**config.mk**
```make
export PLATFORM = sky130hd
export DESIGN_NAME = counter_binary_down_flat
export DESIGN_NICKNAME = d
export VERILOG_FILES = /design/src/rtl/counter_binary_down_if.sv /design/src/rtl/counter_binary_down.sv /design/src/flat_wrapper.sv
export SDC_FILE = /design/constraint.sdc
export NUM_CORES = 1
export LEC_CHECK = 0
export CELL_PAD_IN_SITES_DETAIL_PLACEMENT = 2
export CELL_PAD_IN_SITES_GLOBAL_PLACEMENT = 2
export CORE_MARGIN = 5
export CORE_UTILIZATION = 35
export DETAILED_ROUTE_END_ITERATION = 8
export PLACE_DENSITY_LB_ADDON = 0.1
export SKIP_LAST_GASP = 1
export SLEW_MARGIN = 5
export SYNTH_ARGS = -nofsm -noshare
export SYNTH_HDL_FRONTEND = slang
export SYNTH_SLANG_ARGS = --single-unit
```
**constraint.sdc**
```tcl
create_clock -name clk -period 2.46 [get_ports clk]
set_clock_uncertainty 0.2 [all_clocks]
set_input_delay 0.246 -clock clk [delete_from_list [all_inputs] [get_ports clk]]
set_output_delay 0.246 -clock clk [all_outputs]
set_load 0.1 [all_outputs]
```
**src/rtl/counter_binary_down_if.sv**
```systemverilog
// rtl/counter_binary_down_if.sv - control/status bundle for the prescaled down counter
interface counter_binary_down_if #(
  parameter int NBITS = 4
);
  logic             enable;
  logic             load;
  logic [NBITS-1:0] load_value;
  logic [NBITS-1:0] counter;
  logic             borrow;
  logic             zero;
  logic             done;

  modport master (
    output enable, load, load_value,
    input  counter, borrow, zero, done
  );

  modport slave (
    input  enable, load, load_value,
    output counter, borrow, zero, done
  );
endinterface

```
**src/rtl/counter_binary_down.sv**
```systemverilog
// rtl/counter_binary_down.sv - prescaled binary down counter with reload or one-shot hold
module counter_binary_down #(
  parameter int               NBITS         = 4,
  parameter logic [NBITS-1:0] MAXIMUM_VALUE = 4'h9,
  parameter int               FRECUENCY     = 10000000,
  parameter bit               AUTO_RELOAD   = 1'b1
) (
  input  logic                 clk,
  input  logic                 reset,
  counter_binary_down_if.slave bus
);
  localparam int PW = (FRECUENCY > 1) ? $clog2(FRECUENCY) : 1;
  localparam logic [PW-1:0] PRESC_LAST = PW'(FRECUENCY - 1);

  typedef enum logic {RUN, HOLD} state_t;

  state_t           state_q, state_d;
  logic [PW-1:0]    presc_q, presc_d;
  logic [NBITS-1:0] counter_q, counter_d;
  logic             borrow_q, borrow_d;
  logic             done_q, done_d;
  logic             tick;
  logic [NBITS-1:0] load_sat;

  // Prescaler acts only as a clock enable; no derived clock leaves this block.
  assign tick     = bus.enable && (state_q == RUN) && (presc_q == PRESC_LAST);
  assign load_sat = (bus.load_value > MAXIMUM_VALUE) ? MAXIMUM_VALUE : bus.load_value;

  always_comb begin
    state_d   = state_q;
    presc_d   = presc_q;
    counter_d = counter_q;
    borrow_d  = 1'b0;
    done_d    = done_q;
    if (bus.load) begin
      counter_d = load_sat;
      presc_d   = '0;
      state_d   = RUN;
      done_d    = 1'b0;
    end else if (state_q == RUN && bus.enable) begin
      presc_d = tick ? '0 : presc_q + PW'(1);
      if (tick) begin
        if (counter_q != '0) begin
          counter_d = counter_q - NBITS'(1);
        end else if (AUTO_RELOAD) begin
          counter_d = MAXIMUM_VALUE;
          borrow_d  = 1'b1;
        end else begin
          state_d = HOLD;
          done_d  = 1'b1;
        end
      end
    end
  end

  always_ff @(posedge clk or posedge reset) begin
    if (reset) begin
      state_q   <= RUN;
      presc_q   <= '0;
      counter_q <= MAXIMUM_VALUE;
      borrow_q  <= 1'b0;
      done_q    <= 1'b0;
    end else begin
      state_q   <= state_d;
      presc_q   <= presc_d;
      counter_q <= counter_d;
      borrow_q  <= borrow_d;
      done_q    <= done_d;
    end
  end

  assign bus.counter = counter_q;
  assign bus.borrow  = borrow_q;
  assign bus.done    = done_q;
  assign bus.zero    = (counter_q == '0);
endmodule

```
**src/flat_wrapper.sv**
```systemverilog
// flat-port wrapper written by rule: the top's interface ports become plain ports
module counter_binary_down_flat 
#(
  parameter int               NBITS         = 4,
  parameter logic [NBITS-1:0] MAXIMUM_VALUE = 4'h9,
  parameter int               FRECUENCY     = 10000000,
  parameter bit               AUTO_RELOAD   = 1'b1
)
  (clk, reset, bus_enable, bus_load, bus_load_value, bus_counter, bus_borrow, bus_zero, bus_done);
  counter_binary_down_if #(.NBITS(NBITS)) bus_i ();
  input  logic clk;
  input  logic reset;
  input wire logic [$bits(bus_i.enable)-1:0] bus_enable;
  input wire logic [$bits(bus_i.load)-1:0] bus_load;
  input wire logic [$bits(bus_i.load_value)-1:0] bus_load_value;
  output wire logic [$bits(bus_i.counter)-1:0] bus_counter;
  output wire logic [$bits(bus_i.borrow)-1:0] bus_borrow;
  output wire logic [$bits(bus_i.zero)-1:0] bus_zero;
  output wire logic [$bits(bus_i.done)-1:0] bus_done;
  assign bus_i.enable = bus_enable;
  assign bus_i.load = bus_load;
  assign bus_i.load_value = bus_load_value;
  assign bus_counter = bus_i.counter;
  assign bus_borrow = bus_i.borrow;
  assign bus_zero = bus_i.zero;
  assign bus_done = bus_i.done;
  counter_binary_down #(.NBITS(NBITS), .MAXIMUM_VALUE(MAXIMUM_VALUE), .FRECUENCY(FRECUENCY), .AUTO_RELOAD(AUTO_RELOAD)) u_core (.clk(clk), .reset(reset), .bus(bus_i));
endmodule
```
After elaboration in Yosys (flattened, before gate mapping)
Index checks and enable logic that the tools add are counted.

Output and inout port bits: 7. Register bits: 29. Logic and storage cells: 25. Input bits: 8.

Equality and inequality tests: 1. Reduce and logical (&&, ||, !) cells: 6. Order comparisons: 1. Multiplexer cells: 12. Add/subtract/negate cells: 2.

Operators by type and width (count): 24-bit 2-to-1 mux (3); 24-bit by 1-bit adder with 24-bit output, second input constant (1); 24-bit equality test, second input constant (1); 4-bit 2-to-1 mux (5); 4-bit greater-than comparator, second input constant (1); 4-bit zero test (1); 1-bit 2-to-1 mux (4); 2-bit nonzero test (2); 4-bit nonzero test (1); 4-bit by 1-bit subtractor with 4-bit output, second input constant (1); 2-bit AND reduction (1); 1-bit logical AND (1).

Longest topological paths before layout
Gate-level depths: netlist (run 1).

Word-level depth: 5. Gate-level depth with buffers: 7. Depth with buffers taken out: 5.

Worst setup path after synthesis (run 1)
No wires, ideal clock.

Path type: reg2out. From: register u_core.counter_q[1], in the netlist u_core.bus.counter[1]. To: output bus_zero. Data arrival time: 3.795 ns. Cell stages (with the launch flop): 2. Slack: -1.781 ns. Path through: dfrtp_1 > nor4_1.

Cells in the longest elaborated chain, start to end: 1.

Ends and longest elaborated chain: start, declared (line counter_binary_down.sv:19) `logic [NBITS-1:0] counter_q, counter_d;`; start signal, assigned (line counter_binary_down.sv:66) `counter_q <= counter_d;`; 4-bit zero test (line counter_binary_down.sv:75) `assign bus.zero = (counter_q == '0);`; end, declared (line flat_wrapper.sv:18) `output wire logic [$bits(bus_i.zero)-1:0] bus_zero;`.

No other way between the ends.

Worst setup path after layout (run 1)
From: register u_core.presc_q[4]. To: register u_core.presc_q[23].

Cells in the longest elaborated chain, start to end: 5. Elaborated cells between the ends (all ways): 6.

Ends and longest elaborated chain: start, declared (line counter_binary_down.sv:18) `logic [PW-1:0] presc_q, presc_d;`; start signal, assigned (line counter_binary_down.sv:65) `presc_q <= presc_d;`; branches (longest 2 deep; another with 24-bit by 1-bit adder with 24-bit output); 24-bit 2-to-1 mux * (line counter_binary_down.sv:41) `presc_d = tick ? '0 : presc_q + PW'(1);`; 24-bit 2-to-1 mux * (line counter_binary_down.sv:40) `end else if (state_q == RUN && bus.enable) begin`; 24-bit 2-to-1 mux * (line counter_binary_down.sv:35) `if (bus.load) begin`.

Mark *: on every way between the ends. The select of a mux whose other input is x is not followed. A chain may end at the register's enable or synchronous reset.

==> impl_metrics.toml, run 1 <==
[critical_path]
worstPathMaxFanout = 6
path_class = "flip-flop to flip-flop"
max_stage_delay_ns = 0.63
endpoint_kind = "flip-flop"
critPathArrivalTime_ns = 2.23
critPathSlowestCell = "or4_4"
path_cells = "nand4_2 > or4_4 > or4_1 > a21oi_1"
worstPathRequired_ns = 2.46
cp-start-kind = "flip-flop"

[status]
status = "finished clean"

[routing]
drtIter0Drc = 46
firstDrtPassIters = 4
ant_nets = 0
avgRoutedWirePerCell_um = 17.75
num_vias = 1451
drc_errors = 0
wl_mm = 4.454
viasPerCell = 5.781

[job]
cap_violations = 0

[die]
rows = 24
ios = 15
core-area_um2 = 4414
die_w_um = 77.78
die_area_um2 = 6049
die_h_um = 77.78
initial_core_util = 0.3642

[timing]
fin_crit_ns = 2.230
hold_viol = 0
relSlewSlack = 0.6612
grt_setup_unrepaired = "no"
worstMarginPinSlew_ns = 0.5071
setup_violations = 0
worst_slack_ns = 0.2296
fmax_mhz = 448.4
drv_slew = 0
hold_ws_ns = 0.1514
fin_crit_sh = 0.9067

[place]
dpl.hpwl_mm = 3.364
pre_cts_slack_ns = -0.03108
port_buffers = 13
gp_congestion = 0.7344

[power]
clkPwrFrac = 0.378
p_leak_nw = 0.7477
p_per_area_nw_per_um2 = 554.7
swShare = 0.2894
power_frac_seq = 0.473
p_sw_uw = 310.1
p_comb_frac = 0.149
vdd.ir_drop.worst_uv = 251.9
p_int_uw = 761.6

[global_routing]
grt_busiest_layer = "met2"
use_met2 = 0.2846
grt_first_pass_wirelength_mm = 7.831
grt_use_met3 = 0.04282
first_global_vias = 1583
grt_max_degree = 30
overflow = 0
grt_antenna_before_repair = 0
grt_util_all_layers = 0.1618
grt_use_met1 = 0.1943

[clock_tree]
clock_sinks = 29
cts-root-buf = "clkbuf_8"
cts_tree = "built"
postCtsHoldBufs = 0
clk_latency_ns = 0.28
clkTransAtPathRegs_ns = 0.07
htreeDepth = 2
cts-buffers-inserted = 5
post-cts-setup-buffers = 0
clock_path_buffers = 2

[logic_synthesis]
seq_area_frac_synth = 0.4529
synth_cell_types = 39
synthCells = 177
synth_edf_count = 0
synth_seq_cells = 29
synth_nets = 186
synth.cell_area_um2 = 1608
yosys_warnings = 0
synthArstFlopShare = 1.000
synthFlopType = "dfrtp_1"
syn_avg_cell_area_um2 = 9.084

[final_layout]
areaGrowthSynthToFinish_pct = 20.16
seqCellArea_um2 = 728.2
finalCoreUtilization = 0.4376
drive_above_1_share = 0.1608
fillers = 496
layout.nets = 207
antenna_cells = 0
multiInputGateArea_um2 = 832.0

[min_path]
hp-class = "primary input to async pin"
-- synthesized netlist by cell type, drive strengths merged (5+ instances only) --
master   n  area [um^2]
dfrtp   27        675.7
nor2    14        52.55
a21oi   13        65.06
nand3   11        55.05
o21ai   11        58.81
nand4   10        68.81
nand2    9        33.78
or3      9        60.06
or4      8        60.06
inv      6        22.52
xnor2    6        52.55
clkbuf   5        18.77
o211ai   5        37.54
xor2     5        43.79
-- state kept, by name, indices dropped and copies added, names as in the netlist --
| register | flops |
|---|---|
| u_core.presc_q | 24 |
| u_core.bus.borrow | 1 |
| u_core.bus.counter | 4 |
-- metrics by stage --
stage | instances | power, mW | TNS (ns) | area, um^2
2_1_floorplan | 177 | 0.6255 | 0 | 1623
6_report | 251 | 1.072 | 0 | 1932
4_1_cts | 251 | 1.087 | 0 | 1924
5_1_grt | 251 | 1.129 | 0 | 1932
3_5_place_dp | 243 | 0.6775 | -0.07573 | 1834
3_3_place_gp | 243 | 0.6719 | 0 | 1834
-- what timing repair did --
| item | CTS | global route |
|---|---|---|
| hold endpoints to repair | 0 | 0 |
| resized for setup | 0 | 2 |
| endpoints found under the setup margin | 0 | 2 |
-- final cells by class --
cell class,count,area share
Multi-Input combinational cell,132,0.4307
Timing Repair Buffer,23,0.09845
Clock buffer,8,0.04663
Sequential cell,29,0.3769
Tap cell,52,0.03368
Inverter,7,0.01360
-- cell families after synthesis --
| family | Yosys count | synth area share |
|---|---|---|
| xor+xnor | 11 | 0.05992 |
| fa+ha+maj | 1 | 0.007781 |
| simple gates | 80 | 0.2848 |
| compound gates | 39 | 0.1486 |
| flops | 29 | 0.4529 |
| other cells | 1 | 0.002332 |
| buf+inv | 16 | 0.04358 |
-- worst max-delay path, delay by kind of cell (launching register included) --
kind / cells / cell delay [ns]
flops: 1 / 0.45
compound gates: 1 / 0.17
simple gates: 3 / 1.32
-- power by group through the flow --
| stage | registers [mW] | logic, mW | clock network [mW] |
|---|---|---|---|
| CTS | 0.507 | 0.162 | 0.417 |
| global route | 0.509 | 0.172 | 0.448 |
| detailed placement | 0.516 | 0.162 | 0 |
| floorplan | 0.571 | 0.0550 | 0 |
| finish | 0.507 | 0.159 | 0.405 |
| global placement | 0.514 | 0.157 | 0 |
-- cell usage in the layout (no fill, tap or decap), types with 3 or more instances in the layout --
master and n:
a21oi_1 13, buf_4 16, clkbuf_8 6, clkdlybuf4s50_1 7
dfrtp_1 27, inv_1 6, nand2_1 9, nand2b_1 3
nand3_1 11, nand4_1 9, nor2_1 14, nor3_1 3
nor4_1 3, o211ai_1 5, o21ai_0 10, o31ai_1 4
or3_1 6, or3_2 3, or4_1 6, xnor2_1 6
xor2_1 5
-- metal layers --
metal	part of all wire	routed length [um]
met5	0	0
met3	0.021	95
met4	0.0065	29
met1	0.44	1973
met2	0.53	2354
-- worst paths after layout --
| path | from | to | slack, ns | cells past startpoint |
|---|---|---|---|---|
| max | u_core.presc_q[4]$_DFFE_PP0P_ | u_core.presc_q[23]$_DFFE_PP0P_ | 0.23 | 4 |
| max in group asynchronous | reset | u_core.bus.counter[0]$_DFFE_PP1P_ | 1.58 | 3 |
| min reg2reg | u_core.presc_q[20]$_DFFE_PP0P_ | u_core.presc_q[20]$_DFFE_PP0P_ | 0.36 | 2 |
| min | reset | u_core.bus.counter[2]$_DFFE_PP0P_ | 0.15 | 3 |
| max reg2reg | u_core.presc_q[4]$_DFFE_PP0P_ | u_core.presc_q[23]$_DFFE_PP0P_ | 0.23 | 4 |
| min in group clk | bus_load_value[2] | u_core.bus.counter[2]$_DFFE_PP0P_ | 0.35 | 3 |
(Power assumes the default switching activity.)
==> inputs of run 2 (changes only) <==
CORE_UTILIZATION = 37   (was 35)
CTS_BUF_LIST = sky130_fd_sc_hd__clkbuf_4   (was unset)
==> impl_metrics.toml, run 2 (same netlist as run 1, synthesis figures left out) <==
[die]
rows = 24
die_area_um2 = 5764
core-area_um2 = 4294
initial_core_util = 0.3744
die_w_um = 75.92
die_h_um = 75.92
ios = 15

[power]
vdd.ir_drop.worst_uv = 252.1
p_int_uw = 637.8
power_frac_seq = 0.534
swShare = 0.3279
p_leak_nw = 0.7355
p_comb_frac = 0.172
p_sw_uw = 311.2
total_power_uw = 949.0
clkPwrFrac = 0.295
p_per_area_nw_per_um2 = 500.3

[routing]
num_vias = 1454
viasPerCell = 5.793
wl_mm = 4.543
drtIter0Drc = 44
firstDrtPassIters = 4
ant_nets = 0
drc_errors = 0
avgRoutedWirePerCell_um = 18.10

[global_routing]
first_global_vias = 1606
grt_antenna_before_repair = 0
grt_max_degree = 30
grt_util_all_layers = 0.1706
grt_use_met1 = 0.1951
overflow = 0
grt_use_met3 = 0.04976
use_met2 = 0.2979
grt_busiest_layer = "met2"
grt_first_pass_wirelength_mm = 7.886

[final_layout]
drive_above_1_share = 0.1508
areaGrowthSynthToFinish_pct = 17.98
top_register = "u_core.presc_q"
layout.cells.most_common_list = "dfrtp_1 (27), buf_4 (15), nor2_1 (14)"
multiInputGateArea_um2 = 824.5
layout.nets = 207
antenna_cells = 0
fillers = 492
seqCellArea_um2 = 728.2
finalCoreUtilization = 0.4417
final_common_cell = "dfrtp_1"
final_area_um2 = 1897
largest_reg_flops = 24

[critical_path]
cp-start-kind = "flip-flop"
path_class = "flip-flop to flip-flop"
path_cells = "nand4_2 > or4_1 > or4_1 > a21oi_1"
critPathArrivalTime_ns = 2.39
endpoint_kind = "flip-flop"
crit_buf_inv = 0
worstPathRequired_ns = 2.53
critical-path-top-delay-family = "simple AND/OR/NAND/NOR gates"
critPathSlowestCell = "or4_1"
worstPathMaxFanout = 10
crit_top_cell = "or4_1"
max_stage_delay_ns = 0.73

[clock_tree]
clk_latency_ns = 0.34
postCtsHoldBufs = 0
cts-buffers-inserted = 5
clock_sinks = 29
post-cts-setup-buffers = 0
clock_path_buffers = 2
htreeDepth = 2
cts.repair.resized = 0
cts-root-buf = "clkbuf_4"
cts_tree = "built"
clkTransAtPathRegs_ns = 0.10

[place]
dpl.hpwl_mm = 3.379
port_buffers = 13
gp_congestion = 0.7170
placed_area_um2 = 1847

[timing]
worstMarginPinSlew_ns = 0.5491
fin_crit_ns = 2.324
fmax_mhz = 430.2
grt_setup_unrepaired = "no"
fin_crit_sh = 0.9449
hold_viol = 0
hold_ws_ns = 0.08506
relSlewSlack = 0.6331
drv_slew = 0
setup_violations = 0

[status]
status = "finished clean"

[min_path]
hp-class = "primary input to async pin"

[job]
cap_violations = 0
## run 2: final timing paths
| path | slack [ns] | end | startpoint | depth (start not counted) |
|---|---|---|---|---|
| max in group asynchronous | 1.65 | u_core.bus.counter[0]$_DFFE_PP1P_ | reset | 3 |
| worst max-delay path | 0.14 | u_core.presc_q[20]$_DFFE_PP0P_ | u_core.presc_q[4]$_DFFE_PP0P_ | 4 |
| worst min-delay path | 0.09 | u_core.presc_q[13]$_DFFE_PP0P_ | reset | 3 |
| worst min register to register | 0.39 | u_core.presc_q[20]$_DFFE_PP0P_ | u_core.presc_q[20]$_DFFE_PP0P_ | 2 |
| min in group clk | 0.30 | u_core.bus.counter[2]$_DFFE_PP0P_ | bus_load_value[2] | 3 |
| worst max register to register | 0.14 | u_core.presc_q[20]$_DFFE_PP0P_ | u_core.presc_q[4]$_DFFE_PP0P_ | 4 |
## run 2: tightest hold or removal path: stages
cell,delay [ns]
clkdlybuf4s50_1,0.40
inv_1,0.06
buf_4,0.35
## run 2: metrics by stage
step                      setup TNS [ns]  instances  worst slack, ns
final                                  0        251           0.1356
after global routing                   0        251         0.006760
after CTS                              0        251           0.1208
after global placement                 0        243          0.02296
after detailed placement         -0.2413        243          -0.1115
after floorplan                        0        177          0.01894
## run 2: layout make-up
| type | count | share of cell area |
|---|---|---|
| multi-input cells | 132 | 0.4347 |
| well taps | 52 | 0.03430 |
| flip-flops and latches | 29 | 0.3839 |
| clock inverters | 3 | 0.006596 |
| inverters | 7 | 0.01385 |
| clock buffers | 5 | 0.01979 |
| repair buffers | 23 | 0.1069 |
## run 2: metal layers
metal | routed length [um] | share of wire
met1 | 1923 | 0.42
met2 | 2441 | 0.54
met3 | 112 | 0.025
met4 | 65 | 0.014
met5 | 0 | 0
## run 2: power groups by stage
stage               Clock, mW  Sequential (mW)  Combinational (mW)
global route            0.326            0.509               0.173
CTS                     0.295            0.507               0.165
global placement            0            0.514               0.159
finish                  0.280            0.506               0.163
detailed placement          0            0.516               0.165
floorplan                   0            0.571              0.0550
